--- config.mk ---
export PLATFORM = sky130hd
export DESIGN_NAME = program_loader_flat
export DESIGN_NICKNAME = d
export VERILOG_FILES = /design/src/rtl/program_loader_if.sv /design/src/rtl/program_loader.sv /design/src/flat_wrapper.sv
export SDC_FILE = /design/constraint.sdc
export NUM_CORES = 1
export LEC_CHECK = 0
export BUFFER_PORTS_ARGS = -buffer_cell sky130_fd_sc_hd__buf_4
export CAP_MARGIN = 40
export CORE_MARGIN = 3
export CORE_UTILIZATION = 45
export CTS_BUF_LIST = sky130_fd_sc_hd__clkbuf_4
export CTS_CLUSTER_DIAMETER = 30
export DETAILED_ROUTE_END_ITERATION = 16
export PLACE_DENSITY_LB_ADDON = 0.08
export SKIP_LAST_GASP = 1
export SYNTH_ARGS = -nofsm -noshare
export SYNTH_HDL_FRONTEND = slang
export SYNTH_SLANG_ARGS = --single-unit
export TNS_END_PERCENT = 100
--- constraint.sdc ---
create_clock -name clk -period 2.3 [get_ports clk]
set_input_delay 0.46 -clock clk [delete_from_list [all_inputs] [get_ports clk]]
set_output_delay 0.46 -clock clk [all_outputs]
set_load 0.01 [all_outputs]
--- src/rtl/program_loader_if.sv ---
// Host byte link into the program loader: one byte per cycle on valid && ready.
interface program_loader_if;
    logic       in_valid;
    logic [7:0] in_data;
    logic       in_ready;

    modport master (output in_valid, output in_data, input in_ready);
    modport slave  (input in_valid, input in_data, output in_ready);
endinterface

--- src/rtl/program_loader.sv ---
// Boot-time loader: takes a LEN/data/CSUM frame from the host, writes the data into RAM
// and keeps the CPU in reset until a frame with a matching checksum has been stored.
module program_loader #(
    parameter int ADDR_W    = 8,
    parameter int BASE_ADDR = 0,
    parameter int TIMEOUT   = 255
) (
    input  logic              clk,
    input  logic              reset,
    input  logic              start,
    program_loader_if.slave   host,
    output logic              ram_we,
    output logic [ADDR_W-1:0] ram_addr,
    output logic [7:0]        ram_data,
    output logic              cpu_reset,
    output logic              loading,
    output logic              done,
    output logic              error,
    output logic [1:0]        err_code
);
    typedef enum logic [2:0] {S_IDLE, S_LEN, S_DATA, S_CSUM, S_DONE, S_ERR} state_t;

    localparam int                IDLE_W    = (TIMEOUT > 1) ? $clog2(TIMEOUT) : 1;
    localparam logic [IDLE_W-1:0] IDLE_LAST = (TIMEOUT > 0) ? IDLE_W'(TIMEOUT - 1) : '0;
    localparam logic [31:0]       MEM_DEPTH = 32'(2 ** ADDR_W);
    localparam logic [ADDR_W-1:0] BASE      = ADDR_W'(BASE_ADDR);

    state_t            state_reg;
    logic              in_ready_reg;
    logic              ram_we_reg;
    logic [ADDR_W-1:0] ram_addr_reg;
    logic [7:0]        ram_data_reg;
    logic              cpu_reset_reg;
    logic              loading_reg;
    logic              done_reg;
    logic              error_reg;
    logic [1:0]        err_code_reg;
    logic [8:0]        len_reg;
    logic [8:0]        idx_reg;
    logic [7:0]        sum_reg;
    logic [IDLE_W-1:0] idle_reg;

    logic       accept;
    logic       timeout_hit;
    logic       len_overflow;
    logic       last_data;
    logic [8:0] len_next;

    assign accept       = host.in_valid && in_ready_reg;
    assign timeout_hit  = (TIMEOUT != 0) && (idle_reg == IDLE_LAST);
    assign len_next     = (host.in_data == 8'd0) ? 9'd256 : {1'b0, host.in_data};
    // Whole frame must fit above BASE_ADDR, so the write index can never wrap.
    assign len_overflow = (32'(BASE_ADDR) + 32'(len_next)) > MEM_DEPTH;
    assign last_data    = (idx_reg + 9'd1) == len_reg;

    always_ff @(posedge clk or negedge reset) begin
        if (!reset) begin
            state_reg     <= S_IDLE;
            in_ready_reg  <= 1'b0;
            ram_we_reg    <= 1'b0;
            ram_addr_reg  <= '0;
            ram_data_reg  <= 8'd0;
            cpu_reset_reg <= 1'b1;
            loading_reg   <= 1'b0;
            done_reg      <= 1'b0;
            error_reg     <= 1'b0;
            err_code_reg  <= 2'd0;
            len_reg       <= 9'd0;
            idx_reg       <= 9'd0;
            sum_reg       <= 8'd0;
            idle_reg      <= '0;
        end else begin
            ram_we_reg <= 1'b0;
            case (state_reg)
                S_IDLE, S_DONE, S_ERR: begin
                    if (start) begin
                        state_reg     <= S_LEN;
                        in_ready_reg  <= 1'b1;
                        loading_reg   <= 1'b1;
                        cpu_reset_reg <= 1'b1;
                        done_reg      <= 1'b0;
                        error_reg     <= 1'b0;
                        err_code_reg  <= 2'd0;
                        idle_reg      <= '0;
                    end
                end
                S_LEN, S_DATA, S_CSUM: begin
                    if (accept) begin
                        idle_reg <= '0;
                        if (state_reg == S_LEN) begin
                            if (len_overflow) begin
                                state_reg    <= S_ERR;
                                in_ready_reg <= 1'b0;
                                loading_reg  <= 1'b0;
                                error_reg    <= 1'b1;
                                err_code_reg <= 2'd3;
                            end else begin
                                state_reg <= S_DATA;
                                len_reg   <= len_next;
                                idx_reg   <= 9'd0;
                                sum_reg   <= 8'd0;
                            end
                        end else if (state_reg == S_DATA) begin
                            ram_we_reg   <= 1'b1;
                            ram_addr_reg <= BASE + ADDR_W'(idx_reg);
                            ram_data_reg <= host.in_data;
                            sum_reg      <= sum_reg + host.in_data;
                            idx_reg      <= idx_reg + 9'd1;
                            if (last_data) state_reg <= S_CSUM;
                        end else begin
                            in_ready_reg <= 1'b0;
                            loading_reg  <= 1'b0;
                            if (host.in_data == sum_reg) begin
                                state_reg     <= S_DONE;
                                cpu_reset_reg <= 1'b0;
                                done_reg      <= 1'b1;
                            end else begin
                                state_reg    <= S_ERR;
                                error_reg    <= 1'b1;
                                err_code_reg <= 2'd1;
                            end
                        end
                    end else if (timeout_hit) begin
                        state_reg    <= S_ERR;
                        in_ready_reg <= 1'b0;
                        loading_reg  <= 1'b0;
                        error_reg    <= 1'b1;
                        err_code_reg <= 2'd2;
                    end else begin
                        idle_reg <= idle_reg + 1'b1;
                    end
                end
                default: begin
                    state_reg    <= S_IDLE;
                    in_ready_reg <= 1'b0;
                    loading_reg  <= 1'b0;
                end
            endcase
        end
    end

    assign host.in_ready = in_ready_reg;
    assign ram_we        = ram_we_reg;
    assign ram_addr      = ram_addr_reg;
    assign ram_data      = ram_data_reg;
    assign cpu_reset     = cpu_reset_reg;
    assign loading       = loading_reg;
    assign done          = done_reg;
    assign error         = error_reg;
    assign err_code      = err_code_reg;
endmodule

--- src/flat_wrapper.sv ---
// flat-port wrapper written by rule: the top's interface ports become plain ports
module program_loader_flat 
#(
    parameter int ADDR_W    = 8,
    parameter int BASE_ADDR = 0,
    parameter int TIMEOUT   = 255
)
  (clk, reset, start, ram_we, ram_addr, ram_data, cpu_reset, loading, done, error, err_code, host_in_valid, host_in_data, host_in_ready);
  program_loader_if host_i ();
  input  logic clk;
  input  logic reset;
  input  logic start;
  output logic ram_we;
  output logic [ADDR_W-1:0] ram_addr;
  output logic [7:0] ram_data;
  output logic cpu_reset;
  output logic loading;
  output logic done;
  output logic error;
  output logic [1:0] err_code;
  input wire logic [$bits(host_i.in_valid)-1:0] host_in_valid;
  input wire logic [$bits(host_i.in_data)-1:0] host_in_data;
  output wire logic [$bits(host_i.in_ready)-1:0] host_in_ready;
  assign host_i.in_valid = host_in_valid;
  assign host_i.in_data = host_in_data;
  assign host_in_ready = host_i.in_ready;
  program_loader #(.ADDR_W(ADDR_W), .BASE_ADDR(BASE_ADDR), .TIMEOUT(TIMEOUT)) u_core (.clk(clk), .reset(reset), .start(start), .host(host_i), .ram_we(ram_we), .ram_addr(ram_addr), .ram_data(ram_data), .cpu_reset(cpu_reset), .loading(loading), .done(done), .error(error), .err_code(err_code));
endmodule
## Word level (Yosys, flattened, before mapping)

Cells that the tools add are included.

| word-level totals | value |
|---|---|
| flip-flop bits (word level) | 60 |
| input port bits | 12 |
| output and inout port bits | 24 |
| word-level logic and storage cells | 111 |

| operators by class | value |
|---|---|
| add/subtract/negate cells | 3 |
| $lt $le $gt $ge | 1 |
| eq/ne operators | 20 |
| muxes and demuxes | 57 |
| bitwise logic cells | 2 |
| reductions and logical operators | 15 |

Operator list:

| kind | number |
|---|---|
| $mux 8 | 6 |
| $mux 9 | 4 |
| $mux 1 | 26 |
| $mux 3 | 7 |
| $pmux 8 s2 | 1 |
| $reduce_and 4->1 | 4 |
| $mux 2 | 7 |
| $ne 4x4->1 const B | 3 |
| $reduce_and 6->1 | 2 |
| $add 9x1->9 const B | 1 |
| $eq 9x9->1 | 1 |
| $gt 9x9->1 const B | 1 |
| $add 8x1->8 const B | 1 |
| $add 8x8->8 | 1 |
| $eq 8x8->1 | 1 |
| $eq 8x8->1 const B | 1 |
| $logic_not 8->1 | 1 |
| $ne 2x2->1 const B | 4 |
| $pmux 1 s2 | 4 |
| $eq 3x2->1 const B | 2 |
| $eq 3x3->1 const B | 2 |
| $pmux 3 s2 | 1 |
| $reduce_and 3->1 | 2 |
| $reduce_or 3->1 | 2 |
| other kinds (10) | 13 |

## Depth between registers and ports, before layout

| depth | value |
|---|---|
| word-level depth | 7 |
| gate-level depth with buffers | 9 |
| mapped depth without buffers | 9 |

## Least setup slack after synthesis

No wires, ideal clock.

| path | value |
|---|---|
| kind | input to register |
| start point | in host_in_data[0] |
| end point | reg u_core.sum_reg[6] |
| data arrival time | 1.791 ns |
| required time | 2.205 ns |
| path slack | 0.414 ns |
| cell stages on the path | 9 |
| cells stage by stage | ha_1 inv_1 fa_1 nor2b_1 o21ai_1 a21boi_0 o21a_1 nor3_1 o31ai_1 |

| between the ends | value |
|---|---|
| cells in the longest elaborated chain, start to end | 5 |
| elaborated cells on any way between the ends | 8 |

Ends and longest elaborated chain:

| item | line | text |
|---|---|---|
| start: declaration | flat_wrapper.sv:22 | `input wire logic [$bits(host_i.in_data)-1:0] host_in_data;` |
| $logic_not 8->1 | program_loader.sv:51 | `assign len_next = (host.in_data == 8'd0) ? 9'd256 : {1'b0, host.in_data};` |
| $mux 9 | program_loader.sv:51 |  |
| $gt 9x9->1 | program_loader.sv:53 | `assign len_overflow = (32'(BASE_ADDR) + 32'(len_next)) > MEM_DEPTH;` |
| $ne 2x2->1 (no line) | - |  |
| $reduce_and 4->1 (no line) | - |  |
| end signal: assignment | program_loader.sv:107 | `sum_reg <= sum_reg + host.in_data;` |
| end: declaration | program_loader.sv:40 | `logic [7:0] sum_reg;` |

Several ways; a longest one is shown, not always the timed one. The select of a mux whose other input is x is not followed.
A chain may end at the register's enable or synchronous reset.

## Worst setup path in the final report

| path | value |
|---|---|
| start point | reg u_core.idx_reg[1] |
| end point | reg u_core.state_reg[0] |

| between the ends | value |
|---|---|
| cells in the longest elaborated chain, start to end | 4 |

Ends and longest elaborated chain:

| item | line | text |
|---|---|---|
| start: declaration | program_loader.sv:39 | `logic [8:0] idx_reg;` |
| start signal: assignment | program_loader.sv:108 | `idx_reg <= idx_reg + 9'd1;` |
| $add 9x1->9 | program_loader.sv:54 | `assign last_data = (idx_reg + 9'd1) == len_reg;` |
| $eq 9x9->1 | program_loader.sv:54 |  |
| $ne 5x5->1 (no line) | - |  |
| $reduce_and 3->1 (no line) | - |  |
| end signal: assignment | program_loader.sv:58 | `state_reg <= S_IDLE;` |
| end signal: assignment | program_loader.sv:77 | `state_reg <= S_LEN;` |
| end signal: assignment | program_loader.sv:92 | `state_reg <= S_ERR;` |
| end: declaration | program_loader.sv:28 | `state_t state_reg;` |

No other way between the ends.

==> impl_metrics.json <==
{
  "status": "finished clean",
  "grt_overflow": 0,
  "nFillCells": 648,
  "final_util": 0.533,
  "grt_pass1_wl_mm": 11.9,
  "vias": 2457,
  "rr_worst_depth": 7,
  "power_frac_comb": 0.359,
  "ys.flop_type": "dfrtp_1",
  "min_period_ns": 2.07,
  "post_cts_buffers": 0,
  "pwr-share-clk": 0.186,
  "final.setup.tns_ns": 0,
  "core-area_sq_um": 6870,
  "critPathTopFamily": "compound AO/OA/AOI/OAI gates",
  "cts_tree": "done",
  "r2r-start": "u_core.idx_reg[1]$_DFFE_PN0P_",
  "multi_input_area_sq_um": 1590,
  "cts_resized": 0,
  "drtAntennaViolNets": 0,
  "cp-end-kind": "flip-flop",
  "wl_per_cell_um": 14.2,
  "mostFrequentLayoutCells": "nand2_1, dfrtp_1, buf_4",
  "initial_core_util": 0.470,
  "drc": 0,
  "setup_viol": 0,
  "critPathKind": "flip-flop to flip-flop",
  "insertion_delay_ns": 0.39,
  "skew_ns": 0.0122,
  "cts_buffers": 9,
  "ios": 36,
  "syn_inst": 342,
  "fmax_ghz": 0.483,
  "drive_above_1_share": 0.215,
  "p_leak_nw": 1.75,
  "p_switching_w": 0.00120,
  "cpMostUsedCell": "a211oi_1",
  "htree_levels": 3,
  "crit_required_ns": 2.62,
  "clock-sinks": 60,
  "routed_wl_mm": 6.78,
  "worst_path_largest_cell_delay_ns": 0.46,
  "vias_per_cell": 5.14,
  "clock_path_buffers": 2,
  "fin_nets": 400,
  "final_common_cell": "nand2_1",
  "area_growth_pct": 13.2,
  "die_h_um": 90.7,
  "port_buffers": 35,
  "grtUsageTotal": 0.177,
  "postSynthAreaPerCell_sq_um": 9.45,
  "synth_edf_count": 0,
  "slew_viol_final": 0,
  "dieArea_sq_um": 8230,
  "dpl_cell_area_sq_um": 3550,
  "cts-root-buf": "clkbuf_4",
  "seq_area_sq_um": 1500,
  "power.density_nw_per_um2": 908,
  "critPathLaunchType": "flip-flop",
  "min_path_type": "input pin to asynchronous set/reset pin",
  "final_hold_viol_count": 0,
  "final_area_sq_um": 3660,
  "yosys_warnings": 0,
  "r2r_slack_ns": 0.23,
  "syn-num-nets": 365,
  "ctsHoldBuffers": 0,
  "rsz0062_at_grt": "no",
  "hpwl_mm": 4.67,
  "seqPwrFrac": 0.456,
  "worstPathArrival_ns": 2.39,
  "synth_area_sq_um": 3230,
  "grt_max_degree": 61,
  "antenna_cells": 0,
  "drtIter0Drc": 94,
  "p_int_w": 0.00212,
  "drv_cap": 0,
  "synth_seq_area_share": 0.465,
  "grt_pass1_vias": 2427,
  "rows": 30,
  "die_width_um": 90.7,
  "path_cells": "ha_1 > nand2_1 > a211oi_1 > a211oi_1 > nor4b_2 > o2111ai_1 > a21oi_1",
  "firstDrtPassIters": 4,
  "slew_headroom": 0.487,
  "crit_slowest_cell": "dfrtp_1",
  "place_congestion": 0.814,
  "antenna_found_initial": 0,
  "crit-reg2reg-capture": "u_core.state_reg[0]$_DFFE_PN0P_",
  "clkTransAtPathRegs_ns": 0.10,
  "p_sw_frac": 0.363,
  "ys_ff_latch": 60,
  "period_share": 0.899,
  "cp_max_fo": 8,
  "async_reset_ff_frac": 1.00,
  "vdd_ir_drop_max_mv": 0.533,
  "crit_buf_inv": 0,
  "tightest_slew_ns": 0.769,
  "synth.distinct_cells": 55
}
-- power groups by stage --
| stage | combinational [W] | sequential, W | clock [W] |
|---|---|---|---|
| global route | 0.00133 | 0.00156 | 0.000697 |
| floorplan | 0.000807 | 0.00152 | 0 |
| finish | 0.00119 | 0.00151 | 0.000617 |
| CTS | 0.00121 | 0.00152 | 0.000648 |
| detailed placement | 0.00120 | 0.00154 | 0 |
| global placement | 0.00118 | 0.00153 | 0 |
-- metal layers --
layer	GRT usage	vias to the layer above	wire length (um)
met5	0	-	0
li1	-	1249	-
met4	0.0612	0	73
met1	0.255	1162	3450
met3	0.0300	8	222
met2	0.270	38	3020
-- worst max-delay path by stage --
stage                                  startpoint                              end  slack, ns  cells past startpoint
floorplan                         host_in_data[0]    u_core.sum_reg[6]$_DFFE_PN0P_       0.41                      9
global placement                  host_in_data[3]   u_core.err_code[1]$_DFFE_PN0P_       0.17                      8
detailed placement                host_in_data[5]   u_core.err_code[1]$_DFFE_PN0P_       0.14                      8
CTS                 u_core.idx_reg[1]$_DFFE_PN0P_  u_core.state_reg[0]$_DFFE_PN0P_       0.24                      7
global route        u_core.idx_reg[1]$_DFFE_PN0P_  u_core.state_reg[0]$_DFFE_PN0P_        0.1                      7
finish              u_core.idx_reg[1]$_DFFE_PN0P_  u_core.state_reg[0]$_DFFE_PN0P_       0.23                      7
-- cell families (layout without fill, tap and decap cells) --
group	after synthesis	after routing	share of synthesized area
xor gates and xnor gates	22	22	0.0620
buffers and inverters	27	67	0.0434
muxes	14	14	0.0476
DFF	60	60	0.465
AOI/OAI and AO/OA	65	65	0.128
adders and majority gates	12	12	0.0480
and+or+nand+nor	142	142	0.206
-- cells in the mapped netlist (3+ instances only) --
master,instances,area (sq um)
nand2_1,74,278
o21a_1,3,22.5
mux2_2,11,124
inv_1,10,37.5
buf_2,7,35.0
mux2i_1,3,30.0
o21ai_0,25,125
nor2_1,26,97.6
a22o_1,3,26.3
clkbuf_1,4,15.0
nor4_1,3,18.8
nand3_1,13,65.1
a21oi_1,10,50.1
nor3_1,4,20.0
xor2_1,10,87.6
xnor2_1,11,96.3
and3_1,3,18.8
dfrtp_1,59,1480
buf_6,3,33.8
ha_1,10,125
nand4_1,4,25.0
o31ai_1,4,30.0
-- metrics by stage --
step / cells / setup slack, ns / hold WS (ns) / total power [W]
after global routing: 478 / 0.0998 / 0.167 / 0.00359
after detailed placement: 462 / 0.143 / 0.463 / 0.00274
after global placement: 462 / 0.167 / 0.459 / 0.00271
after floorplan: 342 / 0.414 / 0.164 / 0.00232
after CTS: 478 / 0.238 / 0.147 / 0.00337
final: 478 / 0.231 / 0.102 / 0.00332
-- layout make-up --
class / instances / share of cell area
sequential: 60 / 0.411
clock buffer: 12 / 0.0246
inverter: 11 / 0.0113
timing repair buffer: 40 / 0.0821
clock inverter: 4 / 0.00445
tap: 96 / 0.0328
multi-input combinational: 255 / 0.434
No activity file was read; power rests on OpenSTA's default activity.
